**src/rtl/onehot_pattern_tx_if.sv**
```systemverilog
// Link between a pattern source and the one-hot pattern transmitter.
// The master supplies the request and pattern. The slave (the transmitter)
// returns the serial stream, the predicted detector output and status.
interface onehot_pattern_tx_if #(
  parameter int WIDTH = 8
) ();
  localparam int LEN_W = $clog2(WIDTH + 1);

  logic             start;
  logic [WIDTH-1:0] pattern;
  logic [LEN_W-1:0] len;
  logic             busy;
  logic             w;
  logic             w_valid;
  logic             exp_z;
  logic             done;
  logic [2:0]       state;

  modport master (
    output start, pattern, len,
    input  busy, w, w_valid, exp_z, done, state
  );

  modport slave (
    input  start, pattern, len,
    output busy, w, w_valid, exp_z, done, state
  );
endinterface

```
**src/rtl/onehot_pattern_tx.sv**
```systemverilog
// Serial stimulus transmitter for the one-hot run detector.
// A captured pattern is shifted out LSB-first on w, one bit per clock.
// exp_z predicts the detector's "two equal consecutive bits" flag, aligned
// cycle for cycle, so the transmitter/detector pair can check itself.
// The control FSM is one-hot and is exported on state for debug.
module onehot_pattern_tx #(
  parameter int WIDTH = 8
) (
  input  logic                  clk,
  input  logic                  reset,
  onehot_pattern_tx_if.slave    bus
);
  localparam int LEN_W = $clog2(WIDTH + 1);

  typedef enum logic [2:0] {
    IDLE  = 3'b001,
    SHIFT = 3'b010,
    DONE  = 3'b100
  } state_t;

  state_t           state_q;
  logic [WIDTH-1:0] sreg_q;
  logic [LEN_W-1:0] cnt_q;
  logic [LEN_W-1:0] len_q;
  logic             w_q;
  logic             w_valid_q;
  logic             prev_w_q;
  logic             prev_v_q;
  logic             exp_z_q;
  logic             done_q;
  logic             busy_q;
  logic             len_ok;

  // A request is accepted only for a length of 1..WIDTH bits
  assign len_ok = (bus.len != '0) && (bus.len <= LEN_W'(WIDTH));

  // FSM, shift datapath and detector prediction, all registered
  always_ff @(posedge clk or posedge reset) begin
    if (reset) begin
      state_q   <= IDLE;
      sreg_q    <= '0;
      cnt_q     <= '0;
      len_q     <= '0;
      w_q       <= 1'b0;
      w_valid_q <= 1'b0;
      prev_w_q  <= 1'b0;
      prev_v_q  <= 1'b0;
      exp_z_q   <= 1'b0;
      done_q    <= 1'b0;
      busy_q    <= 1'b0;
    end else begin
      // The prediction looks at the bit on the wire now and the one before
      // it. w_valid is low in IDLE and DONE, so the history never spans
      // two frames.
      exp_z_q  <= w_valid_q & prev_v_q & (w_q == prev_w_q);
      prev_w_q <= w_q;
      prev_v_q <= w_valid_q;

      case (state_q)
        IDLE: begin
          if (bus.start && len_ok) begin
            // bit 0 goes straight onto the wire; the rest wait in sreg
            w_q       <= bus.pattern[0];
            w_valid_q <= 1'b1;
            sreg_q    <= bus.pattern >> 1;
            len_q     <= bus.len;
            cnt_q     <= LEN_W'(1);
            busy_q    <= 1'b1;
            state_q   <= SHIFT;
          end
        end
        SHIFT: begin
          // cnt_q counts the bits already placed on the wire
          if (cnt_q == len_q) begin
            w_q       <= 1'b0;
            w_valid_q <= 1'b0;
            done_q    <= 1'b1;
            state_q   <= DONE;
          end else begin
            w_q    <= sreg_q[0];
            sreg_q <= sreg_q >> 1;
            cnt_q  <= cnt_q + LEN_W'(1);
          end
        end
        DONE: begin
          done_q  <= 1'b0;
          busy_q  <= 1'b0;
          cnt_q   <= '0;
          state_q <= IDLE;
        end
        default: begin
          w_q       <= 1'b0;
          w_valid_q <= 1'b0;
          done_q    <= 1'b0;
          busy_q    <= 1'b0;
          state_q   <= IDLE;
        end
      endcase
    end
  end

  assign bus.state   = state_q;
  assign bus.w       = w_q;
  assign bus.w_valid = w_valid_q;
  assign bus.exp_z   = exp_z_q;
  assign bus.done    = done_q;
  assign bus.busy    = busy_q;
endmodule
```
**src/flat_wrapper.sv**
```systemverilog
// flat-port wrapper written by rule: the top's interface ports become plain ports
module onehot_pattern_tx_flat 
#(
  parameter int WIDTH = 8
)
  (clk, reset, bus_start, bus_pattern, bus_len, bus_busy, bus_w, bus_w_valid, bus_exp_z, bus_done, bus_state);
  onehot_pattern_tx_if #(.WIDTH(WIDTH)) bus_i ();
  input  logic clk;
  input  logic reset;
  input wire logic [$bits(bus_i.start)-1:0] bus_start;
  input wire logic [$bits(bus_i.pattern)-1:0] bus_pattern;
  input wire logic [$bits(bus_i.len)-1:0] bus_len;
  output wire logic [$bits(bus_i.busy)-1:0] bus_busy;
  output wire logic [$bits(bus_i.w)-1:0] bus_w;
  output wire logic [$bits(bus_i.w_valid)-1:0] bus_w_valid;
  output wire logic [$bits(bus_i.exp_z)-1:0] bus_exp_z;
  output wire logic [$bits(bus_i.done)-1:0] bus_done;
  output wire logic [$bits(bus_i.state)-1:0] bus_state;
  assign bus_i.start = bus_start;
  assign bus_i.pattern = bus_pattern;
  assign bus_i.len = bus_len;
  assign bus_busy = bus_i.busy;
  assign bus_w = bus_i.w;
  assign bus_w_valid = bus_i.w_valid;
  assign bus_exp_z = bus_i.exp_z;
  assign bus_done = bus_i.done;
  assign bus_state = bus_i.state;
  onehot_pattern_tx #(.WIDTH(WIDTH)) u_core (.clk(clk), .reset(reset), .bus(bus_i));
endmodule
```
**config.mk**
```make
export PLATFORM = sky130hd
export DESIGN_NAME = onehot_pattern_tx_flat
export DESIGN_NICKNAME = d
export VERILOG_FILES = /design/src/rtl/onehot_pattern_tx_if.sv /design/src/rtl/onehot_pattern_tx.sv /design/src/flat_wrapper.sv
export SDC_FILE = /design/constraint.sdc
export NUM_CORES = 1
export LEC_CHECK = 0
export BUFFER_PORTS_ARGS = -buffer_cell sky130_fd_sc_hd__buf_2
export CORE_MARGIN = 3
export CORE_UTILIZATION = 45
export CTS_CLUSTER_DIAMETER = 100
export DETAILED_ROUTE_END_ITERATION = 8
export MAX_ROUTING_LAYER = met4
export PLACE_DENSITY = 0.67
export SYNTH_ARGS = -nofsm -noshare
export SYNTH_HDL_FRONTEND = slang
export SYNTH_SLANG_ARGS = --single-unit
export TNS_END_PERCENT = 100
```
**constraint.sdc**
```tcl
create_clock -name clk -period 4.6 [get_ports clk]
set_input_delay 0.46 -clock clk [delete_from_list [all_inputs] [get_ports clk]]
set_output_delay 0.46 -clock clk [all_outputs]
set_load 0.02 [all_outputs]
```
==> impl_metrics.env, run 1 <==
export IMPL_wl_per_cell_um=15.0
export IMPL_slowest_stage="dfstp_2"
export IMPL_insertion_delay_ns=0.31
export IMPL_power_density_nw_per_um2=443
export IMPL_track_usage=0.153
export IMPL_cts_buffer_depth=2
export IMPL_die_x_um=58.8
export IMPL_synth_top_cell_area_share=0.480
export IMPL_synthAdderAreaFrac=0.00999
export IMPL_synth_yosys_seq_area_share=0.500
export IMPL_wl_met2_mm=1.18
export IMPL_firstDrtPassIters=4
export IMPL_cpPeakStageDelay_ns=0.64
export IMPL_hpwl_mm=1.85
export IMPL_ys_types=36
export IMPL_grt_pass1_vias=841
export IMPL_syn_to_final_growth_pct=12.6
export IMPL_cp_start_kind="flip-flop"
export IMPL_crit_buf_inv=0
export IMPL_avgSynthCellArea_sq_um=12.3
export IMPL_cts_resized=0
export IMPL_grt_pass1_wl_mm=3.88
export IMPL_cts_sinks=25
export IMPL_cts_hold_buf=0
export IMPL_cp_arrival_ns=2.26
export IMPL_p_seq_frac=0.533
export IMPL_drcViolationCount=0
export IMPL_p_clk_frac=0.153
export IMPL_htreeDepth=1
export IMPL_cts_setup_buffers=0
export IMPL_final_period_utilization=0.444
export IMPL_crit_fanout=11
export IMPL_wl_met1_mm=1.05
export IMPL_synth_compound_area_frac=0.0979
export IMPL_ys_flop_type="dfrtp_1"
export IMPL_grt_overflow=0
export IMPL_end_kind="flip-flop"
export IMPL_antennaDiodeCount=0
export IMPL_final_nets=143
export IMPL_crit_path_cell_trace="nor3b_2, nand4_4, o21ai_2, mux2_1"
export IMPL_r2r_end="u_core.sreg_q[0]"
export IMPL_fill_cells=243
export IMPL_finalCriticalPeriod_ns=2.04
export IMPL_vias=834
export IMPL_ys_top_cells_by_area="dfrtp_1 48%, mux2_2 9.0%, mux2_4 6.0%, xor2_1 2.8%, nor2b_1 2.5%"
export IMPL_path_clk_slew_ns=0.13
export IMPL_p_switching_mw=0.202
export IMPL_synthXorXnorAreaFrac=0.0350
export IMPL_worstRegToRegCells=4
export IMPL_cts_root_buf="clkbuf_4"
export IMPL_crit_required_ns=4.81
export IMPL_max_slew_worst_pin_slew_ns=0.923
export IMPL_cap_violations=0
export IMPL_postRouteAntennaNets=0
export IMPL_vdd_drop_max_mv=0.283
export IMPL_finalPower_mw=0.625
export IMPL_reg2reg_slack_ns=2.56
export IMPL_hold_path_class="in2async"
export IMPL_worst_path_stages=4
export IMPL_topRoutingLayerUsed="met4"
export IMPL_die_area_sq_um=3450
export IMPL_ys_ff_latch=25
export IMPL_rows=18
export IMPL_synth_area_sq_um=1250
export IMPL_cts_buffers=3
export IMPL_wl_met3_um=96
export IMPL_final_area_sq_um=1410
export IMPL_antenna_found_initial=0
export IMPL_path_class="reg2reg"
export IMPL_swShare=0.323
export IMPL_hold_viol_final=0
export IMPL_drt_iter0_markers=22
export IMPL_ys_warn_count=0
export IMPL_finalWirelength_mm=2.35
export IMPL_synth_top_family_by_area="multiplexers"
export IMPL_yosysTopAreaCell="dfrtp_1"
export IMPL_cp_top_family="flip-flops"
export IMPL_final_max_slew_violation_count=0
export IMPL_synth_edf_count=0
export IMPL_pwr_share_comb=0.314
export IMPL_setup_violations=0
export IMPL_status="finished clean"
export IMPL_yosysMostFrequentCell="dfrtp_1"
export IMPL_slew_headroom=0.384
export IMPL_fin_skew_ns=0.00459
export IMPL_io_pins=23
export IMPL_cts_tree="built"
export IMPL_finalSetupTns_ns=0
export IMPL_internal_power_mw=0.423
export IMPL_die_h_um=58.8
export IMPL_rsz0062_at_grt="false"
export IMPL_fmax_mhz=489
export IMPL_reg2reg_from="u_core.bus.state[0]"
export IMPL_portBuffers=22
export IMPL_final_core_util=0.549
export IMPL_async_flop_share=1.00
export IMPL_synthCells=102
export IMPL_grt_max_degree=26
export IMPL_coreArea_sq_um=2570
export IMPL_yosys_area_share_simple=0.154
export IMPL_synth_common_cells="24 x dfrtp_1, 10 x mux2_2, 6 x nand2_1"
export IMPL_p_leak_nw=0.666
export IMPL_synth_nets=118
export IMPL_drt_vias_per_instance=5.35
export IMPL_initial_core_util=0.488
export IMPL_muxShareOfSynthArea=0.175
export IMPL_drive_gt1_frac=0.389
export IMPL_finalWeightedCongestion=0.762
export IMPL_dpl_cell_area_sq_um=1380
worst reg2reg max path: stages, from the launching register on:
cell     delay (ns)
dfstp_2        0.64
nor3b_2        0.40
nand4_4        0.21
o21ai_2        0.32
mux2_1         0.38
area by class of cell:
type | count | area (sq um) | area share
well taps | 30 | 37.5 | 0.0266
inverters | 5 | 18.8 | 0.0133
repair buffers | 22 | 110 | 0.0781
flip-flops and latches | 25 | 627 | 0.445
multi-input cells | 70 | 591 | 0.419
clock buffers | 4 | 26.3 | 0.0186
worst max path at each step:
stage                        start                to  slack, ns
2_1_floorplan  u_core.bus.state[0]  u_core.sreg_q[1]       2.77
3_3_place_gp            bus_len[1]  u_core.sreg_q[0]       2.51
3_5_place_dp            bus_len[1]  u_core.sreg_q[0]       2.39
4_1_cts        u_core.bus.state[0]  u_core.sreg_q[0]       2.53
5_1_grt        u_core.bus.state[0]  u_core.sreg_q[0]       2.43
6_report       u_core.bus.state[0]  u_core.sreg_q[0]       2.56
cells by family (layout without fill, tap and decap cells):
group	count (synthesis)	in the layout
XOR/XNOR	5	5
AND/OR/NAND/NOR	29	29
adder cells (fa/ha/maj)	1	1
buffers and inverters	7	31
multiplexers	18	18
AO/OA/AOI/OAI	17	17
flip-flops	25	25
state kept, by name, summed over array words and instances (netlist names):
| signal | count |
|---|---|
| u_core.prev_v_q | 1 |
| u_core.bus.done | 1 |
| u_core.bus.exp_z | 1 |
| u_core.len_q | 4 |
| u_core.bus.w_valid | 1 |
| u_core.prev_w_q | 1 |
| u_core.bus.busy | 1 |
| u_core.sreg_q | 7 |
| u_core.bus.state | 3 |
| u_core.bus.w | 1 |
| u_core.cnt_q | 4 |
power groups by stage:
stage / registers (mW) / logic, mW / clock network [mW]
2_1_floorplan: 0.340 / 0.142 / 0
3_3_place_gp: 0.335 / 0.191 / 0
3_5_place_dp: 0.338 / 0.200 / 0
4_1_cts: 0.335 / 0.199 / 0.0990
5_1_grt: 0.345 / 0.213 / 0.109
6_report: 0.333 / 0.196 / 0.0957
per-layer routing:
layer / global-route usage / up-vias
met4: 0.0485 / 0
met2: 0.237 / 19
met5: - / -
met1: 0.210 / 403
li1: - / 408
met3: 0.0197 / 4
through the flow:
| stage | cells | setup slack (ns) | hold WS, ns |
|---|---|---|---|
| global route | 156 | 2.43 | 0.388 |
| finish | 156 | 2.56 | 0.323 |
| CTS | 156 | 2.53 | 0.360 |
| floorplan | 102 | 2.77 | 0.449 |
| global placement | 152 | 2.51 | 0.407 |
| detailed placement | 152 | 2.39 | 0.412 |
cell usage in the layout, fill, tap and decap left out, drive strengths merged, types with 2 or more instances in the layout:
cell type / Yosys / final
o22ai: 3 / 3
a21oi: 5 / 5
inv: 5 / 5
mux2: 16 / 16
and3: 2 / 2
xor2: 4 / 4
nor2b: 5 / 5
clkbuf: 0 / 4
o21ai: 3 / 3
mux2i: 2 / 2
or4: 2 / 2
dfrtp: 24 / 24
buf: 2 / 22
and2: 2 / 2
nand4: 2 / 2
nand2: 6 / 6
nand3: 2 / 2
nor2: 2 / 2
nand2b: 3 / 3
(Power assumes the default switching activity.)
==> run 2: changes to the inputs <==
ABC_AREA = 1   (was not set)
PLACE_DENSITY = 0.69   (was 0.67)
clock period = 1.7 ns   (was 4.6 ns; I/O delays follow)
==> run 2 against run 1 <==
Sequential cell count is the same; setup slack got worse by 2.3 ns; sequential power rose to 3.0 times the previous value; sequential share of layout area shrank 1.9 points; global-route usage rose by 1.9 points.
==> impl_metrics.env, run 2 <==
export IMPL_busiest_layer="met2"
export IMPL_vdd_drop_max_mv=0.865
export IMPL_synth_common_cells="53 x nand2_1, 24 x dfrtp_1, 22 x inv_1"
export IMPL_fin_skew_ns=0.00775
export IMPL_crit_required_ns=1.95
export IMPL_status="finished clean"
export IMPL_worstRegToRegCells=6
export IMPL_rows=18
export IMPL_coreArea_sq_um=2610
export IMPL_cts_buffers=3
export IMPL_grt_max_degree=26
export IMPL_yosysTopAreaCell="dfrtp_1"
export IMPL_crit_fanout=13
export IMPL_end_kind="flip-flop"
export IMPL_cts_sinks=25
export IMPL_finalSetupTns_ns=0
export IMPL_finalWirelength_mm=2.62
export IMPL_synth_yosys_seq_area_share=0.485
export IMPL_ys_flop_type="dfrtp_1"
export IMPL_ys_warn_count=0
export IMPL_firstDrtPassIters=6
export IMPL_insertion_delay_ns=0.32
export IMPL_cp_start_kind="flip-flop"
export IMPL_cts_root_buf="clkbuf_4"
export IMPL_die_area_sq_um=3550
export IMPL_min_from="bus_pattern[7]"
export IMPL_cap_violations=0
export IMPL_avgSynthCellArea_sq_um=8.03
export IMPL_wl_per_cell_um=12.1
export IMPL_ys_top_cells_by_area="dfrtp_1 46%, nand2_1 15%, inv_1 6.4%, nand3_1 3.5%, o21ai_2 3.4%"
export IMPL_final_nets=204
export IMPL_finalCriticalPeriod_ns=1.49
export IMPL_drt_vias_per_instance=4.95
export IMPL_reg2reg_slack_ns=0.21
export IMPL_cts_buffer_depth=2
export IMPL_grt_util_met1=0.246
export IMPL_final_period_utilization=0.878
export IMPL_hpwl_mm=1.96
export IMPL_drive_gt1_frac=0.262
export IMPL_final_core_util=0.563
export IMPL_syn_to_final_growth_pct=13.8
export IMPL_final_max_slew_violation_count=0
export IMPL_rsz0062_at_grt="false"
export IMPL_place_inst=212
export IMPL_reg2reg_from="u_core.bus.state[0]"
export IMPL_grt_util_met2=0.259
export IMPL_met3_usage=0.0218
export IMPL_synth_top_cell_area_share=0.465
export IMPL_synth_area_sq_um=1290
export IMPL_portBuffers=22
export IMPL_final_cell_count_no_fill=217
export IMPL_antennaDiodeCount=0
export IMPL_grt_overflow=0
export IMPL_power_density_nw_per_um2=1530
export IMPL_reg_top3="u_core.sreg_q: 7 flops, u_core.cnt_q: 4 flops, u_core.len_q: 4 flops"
export IMPL_slew_headroom=0.751
export IMPL_max_slew_worst_pin_slew_ns=0.371
export IMPL_path_class="reg2reg"
export IMPL_path_clk_slew_ns=0.14
export IMPL_htreeDepth=1
export IMPL_top_register="u_core.sreg_q"
export IMPL_finalWeightedCongestion=0.835
export IMPL_antenna_found_initial=0
export IMPL_hold_viol_final=0
export IMPL_crit_path_cell_trace="nand3_1, inv_2, nand4_4, nand2_4, nand2_1, o21ai_2"
export IMPL_synthCells=161
export IMPL_vias=1074
export IMPL_track_usage=0.172
export IMPL_largest_reg_flops=7
export IMPL_drcViolationCount=0
export IMPL_ys_types=24
export IMPL_grt_pass1_vias=1033
export IMPL_finalPower_mw=2.25
export IMPL_slowest_stage="dfstp_2"
export IMPL_synth_nets=177
export IMPL_cp_startpoint="u_core.bus.state[0]"
export IMPL_die_h_um=59.6
export IMPL_setup_violations=0
export IMPL_initial_core_util=0.495
export IMPL_r2r_end="u_core.sreg_q[3]"
export IMPL_fmax_mhz=670
export IMPL_layout_common_cells="53 x nand2_1, 24 x dfrtp_1, 22 x inv_1, 22 x buf_2"
export IMPL_async_flop_share=1.00
export IMPL_cts_tree="built"
export IMPL_drt_iter0_markers=28
export IMPL_yosysMostFrequentCell="nand2_1"
export IMPL_holdWs_ns=0.0716
export IMPL_hold_path_class="in2reg"
export IMPL_synth_edf_count=0
export IMPL_io_pins=23
export IMPL_grt_pass1_wl_mm=4.54
export IMPL_ys_ff_latch=25
export IMPL_die_x_um=59.6
export IMPL_crit_path_end="u_core.sreg_q[3]"
export IMPL_postRouteAntennaNets=0
export IMPL_cpPeakStageDelay_ns=0.58
export IMPL_p_leak_nw=0.834
export IMPL_final_common_cell="nand2_1"
export IMPL_cp_arrival_ns=1.75
-- run 2: cell types whose count changed after synthesis, moves of 4 or more --
cell	delta
nand3_1	+7
mux2_2	-10
inv_2	+5
nor2b_1	-5
nand2_1	+47
mux2_4	-5
inv_1	+17
o21ai_2	+4
nor2_1	+7
-- run 2: critical path: cells and delay by family, from the launching register on --
kind | cells | cell delay, ns
AO/OA/AOI/OAI | 1 | 0.06
AND/OR/NAND/NOR | 4 | 0.68
buffers and inverters | 1 | 0.10
flip-flops | 1 | 0.58
-- run 2: kinds of logic (layout without fill, tap and decap cells) --
group / count (synthesis) / after routing / synth area share
AOI/OAI and AO/OA: 17 / 17 / 0.0823
DFF: 25 / 25 / 0.485
xor gates and xnor gates: 2 / 2 / 0.0136
adders and majority gates: 1 / 1 / 0.00968
buffers and inverters: 30 / 56 / 0.0949
and+or+nand+nor: 86 / 86 / 0.315
-- run 2: cell type report --
class / instances / area, sq um
flip-flops and latches: 25 / 627
fillers: 234 / 1140
repair buffers: 25 / 135
well taps: 30 / 37.5
inverters: 27 / 101
clock inverters: 1 / 5.00
multi-input cells: 106 / 543
clock buffers: 3 / 22.5
-- run 2: where the power goes --
| part | total [mW] | leakage [nW] | switching [mW] | internal, mW |
|---|---|---|---|---|
| Combinational | 0.991 | 0.499 | 0.644 | 0.347 |
| Sequential | 0.986 | 0.317 | 0.159 | 0.827 |
| Clock | 0.270 | 0.0177 | 0.182 | 0.0880 |
-- run 2: what timing repair did --
action | in CTS | in global routing
hold endpoints to repair | 24 | 0
resized for setup | 0 | 0
buffers inserted | 0 | 0
hold buffers | 1 | 0
-- run 2: routing by layer --
layer | share of wire | vias up
li1 | - | 552
met4 | 0.0046 | 0
met1 | 0.49 | 490
met5 | 0 | -
met2 | 0.47 | 26
met3 | 0.034 | 6
-- run 2: worst min path at each step --
stage,end,slack [ns],cells after the start
CTS,u_core.sreg_q[6],0.07,3
floorplan,u_core.bus.busy,0.20,1
finish,u_core.sreg_q[6],0.07,3
global route,u_core.sreg_q[6],0.08,3
detailed placement,u_core.prev_v_q,0.24,3
global placement,u_core.prev_w_q,0.23,3
-- run 2: through the flow --
| step | area (sq um) | worst slack [ns] |
|---|---|---|
| after floorplan | 1290 | 0.343 |
| final | 1470 | 0.208 |
| after detailed placement | 1430 | 0.240 |
| after global placement | 1430 | 0.281 |
| after global routing | 1470 | 0.0666 |
| after CTS | 1470 | 0.202 |
==> run 3: changes to the inputs <==
ABC_AREA = not set   (was 1)
==> run 3 against run 2 <==
The run now ends with setup timing left; clock-buffer cell count is the same; via count decreased by 14%; non-clock buffer count is 15 higher; power shrank 18%; setup slack worse by 0.23 ns; combinational power decreased by 30%; cell count is 20% lower.
==> impl_metrics.env, run 3 (synthesis results as in run 1) <==
export IMPL_status="complete, but fails checks"
export IMPL_violations="setup timing"
export IMPL_portBuffers=22
export IMPL_final_period_utilization=1.01
export IMPL_rsz0062_at_grt="true"
export IMPL_initial_core_util=0.488
export IMPL_max_slew_worst_pin_slew_ns=0.418
export IMPL_slew_headroom=0.721
export IMPL_cts_root_buf="clkbuf_4"
export IMPL_top_register="u_core.sreg_q"
export IMPL_grt_pass1_wl_mm=4.35
export IMPL_drcViolationCount=0
export IMPL_final_common_cell="dfrtp_1"
export IMPL_cts_tree="built"
export IMPL_power_density_nw_per_um2=1150
export IMPL_cts_buffer_depth=2
export IMPL_reg_top3="u_core.sreg_q: 7 flops, u_core.cnt_q: 4 flops, u_core.len_q: 4 flops"
export IMPL_drive_gt1_frac=0.521
export IMPL_insertion_delay_ns=0.32
export IMPL_wl_per_cell_um=14.8
export IMPL_place_inst=167
export IMPL_firstDrtPassIters=4
export IMPL_end_kind="flip-flop"
export IMPL_grt_overflow=0
export IMPL_syn_to_final_growth_pct=28.5
export IMPL_io_pins=23
export IMPL_path_class="reg2reg"
export IMPL_vdd_drop_max_mv=0.792
export IMPL_track_usage=0.169
export IMPL_hold_path_class="in2reg"
export IMPL_finalWeightedCongestion=0.829
export IMPL_fin_skew_ns=0.0117
export IMPL_final_core_util=0.627
export IMPL_hpwl_mm=2.01
export IMPL_largest_reg_flops=7
export IMPL_drt_iter0_markers=32
export IMPL_hold_viol_final=0
export IMPL_reg2reg_slack_ns=-0.02
export IMPL_final_max_slew_violation_count=0
export IMPL_final_nets=161
export IMPL_drt_vias_per_instance=5.30
export IMPL_p_leak_nw=0.770
export IMPL_swShare=0.325
export IMPL_antennaDiodeCount=0
export IMPL_p_switching_mw=0.602
export IMPL_finalCriticalPeriod_ns=1.72
export IMPL_die_h_um=58.8
export IMPL_grt_pass1_vias=968
export IMPL_p_clk_frac=0.142
export IMPL_die_x_um=58.8
export IMPL_crit_fanout=2
export IMPL_die_area_sq_um=3450
export IMPL_cts_sinks=25
export IMPL_grt_max_degree=16
export IMPL_pwr_share_comb=0.377
export IMPL_final_cell_count_no_fill=174
export IMPL_cts_buffers=3
export IMPL_crit_required_ns=1.91
export IMPL_path_clk_slew_ns=0.14
export IMPL_cp_arrival_ns=1.93
export IMPL_fin_ws_ns=-0.0172
export IMPL_cap_violations=0
export IMPL_fmax_mhz=582
export IMPL_antenna_found_initial=0
export IMPL_vias=923
export IMPL_cp_start_kind="flip-flop"
export IMPL_coreArea_sq_um=2570
export IMPL_layout_common_cells="24 x dfrtp_1, 22 x buf_2, 15 x buf_4, 9 x mux2_2"
export IMPL_postRouteAntennaNets=0
export IMPL_rows=18
export IMPL_internal_power_mw=1.25
export IMPL_setup_violations=5
export IMPL_p_seq_frac=0.482
export IMPL_finalWirelength_mm=2.58
export IMPL_htreeDepth=1
-- run 3: cell types whose count changed in the layout (fill, tap and decap cells not counted), moves of 4 or more --
cell     before  now
buf_4         2   15
inv_1        22    5
inv_2         5    0
mux2_2        0    9
mux2_4        0    6
nand2_1      53    6
nand3_1       9    2
nor2_1        9    2
nor2b_1       0    4
o21ai_2       5    0
-- run 3: critical path: stages, from the launching register on --
cell	delay, ns
dfrtp_1	0.44
xor2_2	0.19
or4_4	0.56
and3_4	0.16
a311o_1	0.27
-- run 3: path summary, 6_finish.rpt --
path	from	endpoint	cells after the start
worst max-delay path	u_core.cnt_q[0]	u_core.bus.w	4
worst min-delay path	bus_pattern[7]	u_core.sreg_q[6]	3
worst max register to register	u_core.cnt_q[0]	u_core.bus.w	4
worst min register to register	u_core.bus.w_valid	u_core.prev_v_q	0
max in group asynchronous	reset	u_core.len_q[3]	4
min in group asynchronous	reset	u_core.sreg_q[2]	3
-- run 3: repair_timing --
| item | CTS | global route |
|---|---|---|
| setup buffers | 1 | 1 |
| hold endpoints to repair | 9 | 0 |
| endpoints found under the setup margin | 11 | 13 |
| pin swaps | 3 | 0 |
| resized for setup | 6 | 5 |
| hold buffers | 1 | 0 |
-- run 3: cell type report --
type                            instances  area [sq um]
Clock buffer                            3          22.5
Clock inverter                          1          5.00
Fill cell                             216           958
Inverter                                5          18.8
Multi-Input combinational cell         70           643
Sequential cell                        25           627
Tap cell                               30          37.5
Timing Repair Buffer                   40           255
-- run 3: power by group through the flow --
stage / Combinational, mW / Clock (mW) / Sequential (mW)
3_3_place_gp: 0.620 / 0 / 0.886
6_report: 0.697 / 0.262 / 0.892
5_1_grt: 0.758 / 0.288 / 0.917
4_1_cts: 0.681 / 0.271 / 0.893
2_1_floorplan: 0.392 / 0 / 0.923
3_5_place_dp: 0.633 / 0 / 0.899
-- run 3: routing by layer --
metal | track usage | share of wire
met5 | - | 0
met4 | 0.0388 | 0.0081
met3 | 0.0285 | 0.038
met2 | 0.271 | 0.49
met1 | 0.224 | 0.46
-- run 3: metrics by stage --
stage	power, mW	hold WS (ns)	TNS [ns]	instance area (sq um)	setup WS (ns)
after CTS	1.85	0.0906	-0.00924	1580	-0.00622
after floorplan	1.31	0.197	-0.430	1270	-0.0744
after detailed placement	1.53	0.194	-0.658	1510	-0.113
after global placement	1.51	0.179	-0.305	1510	-0.0580
final	1.85	0.0995	-0.0439	1610	-0.0172
after global routing	1.96	0.0933	-0.595	1610	-0.0779
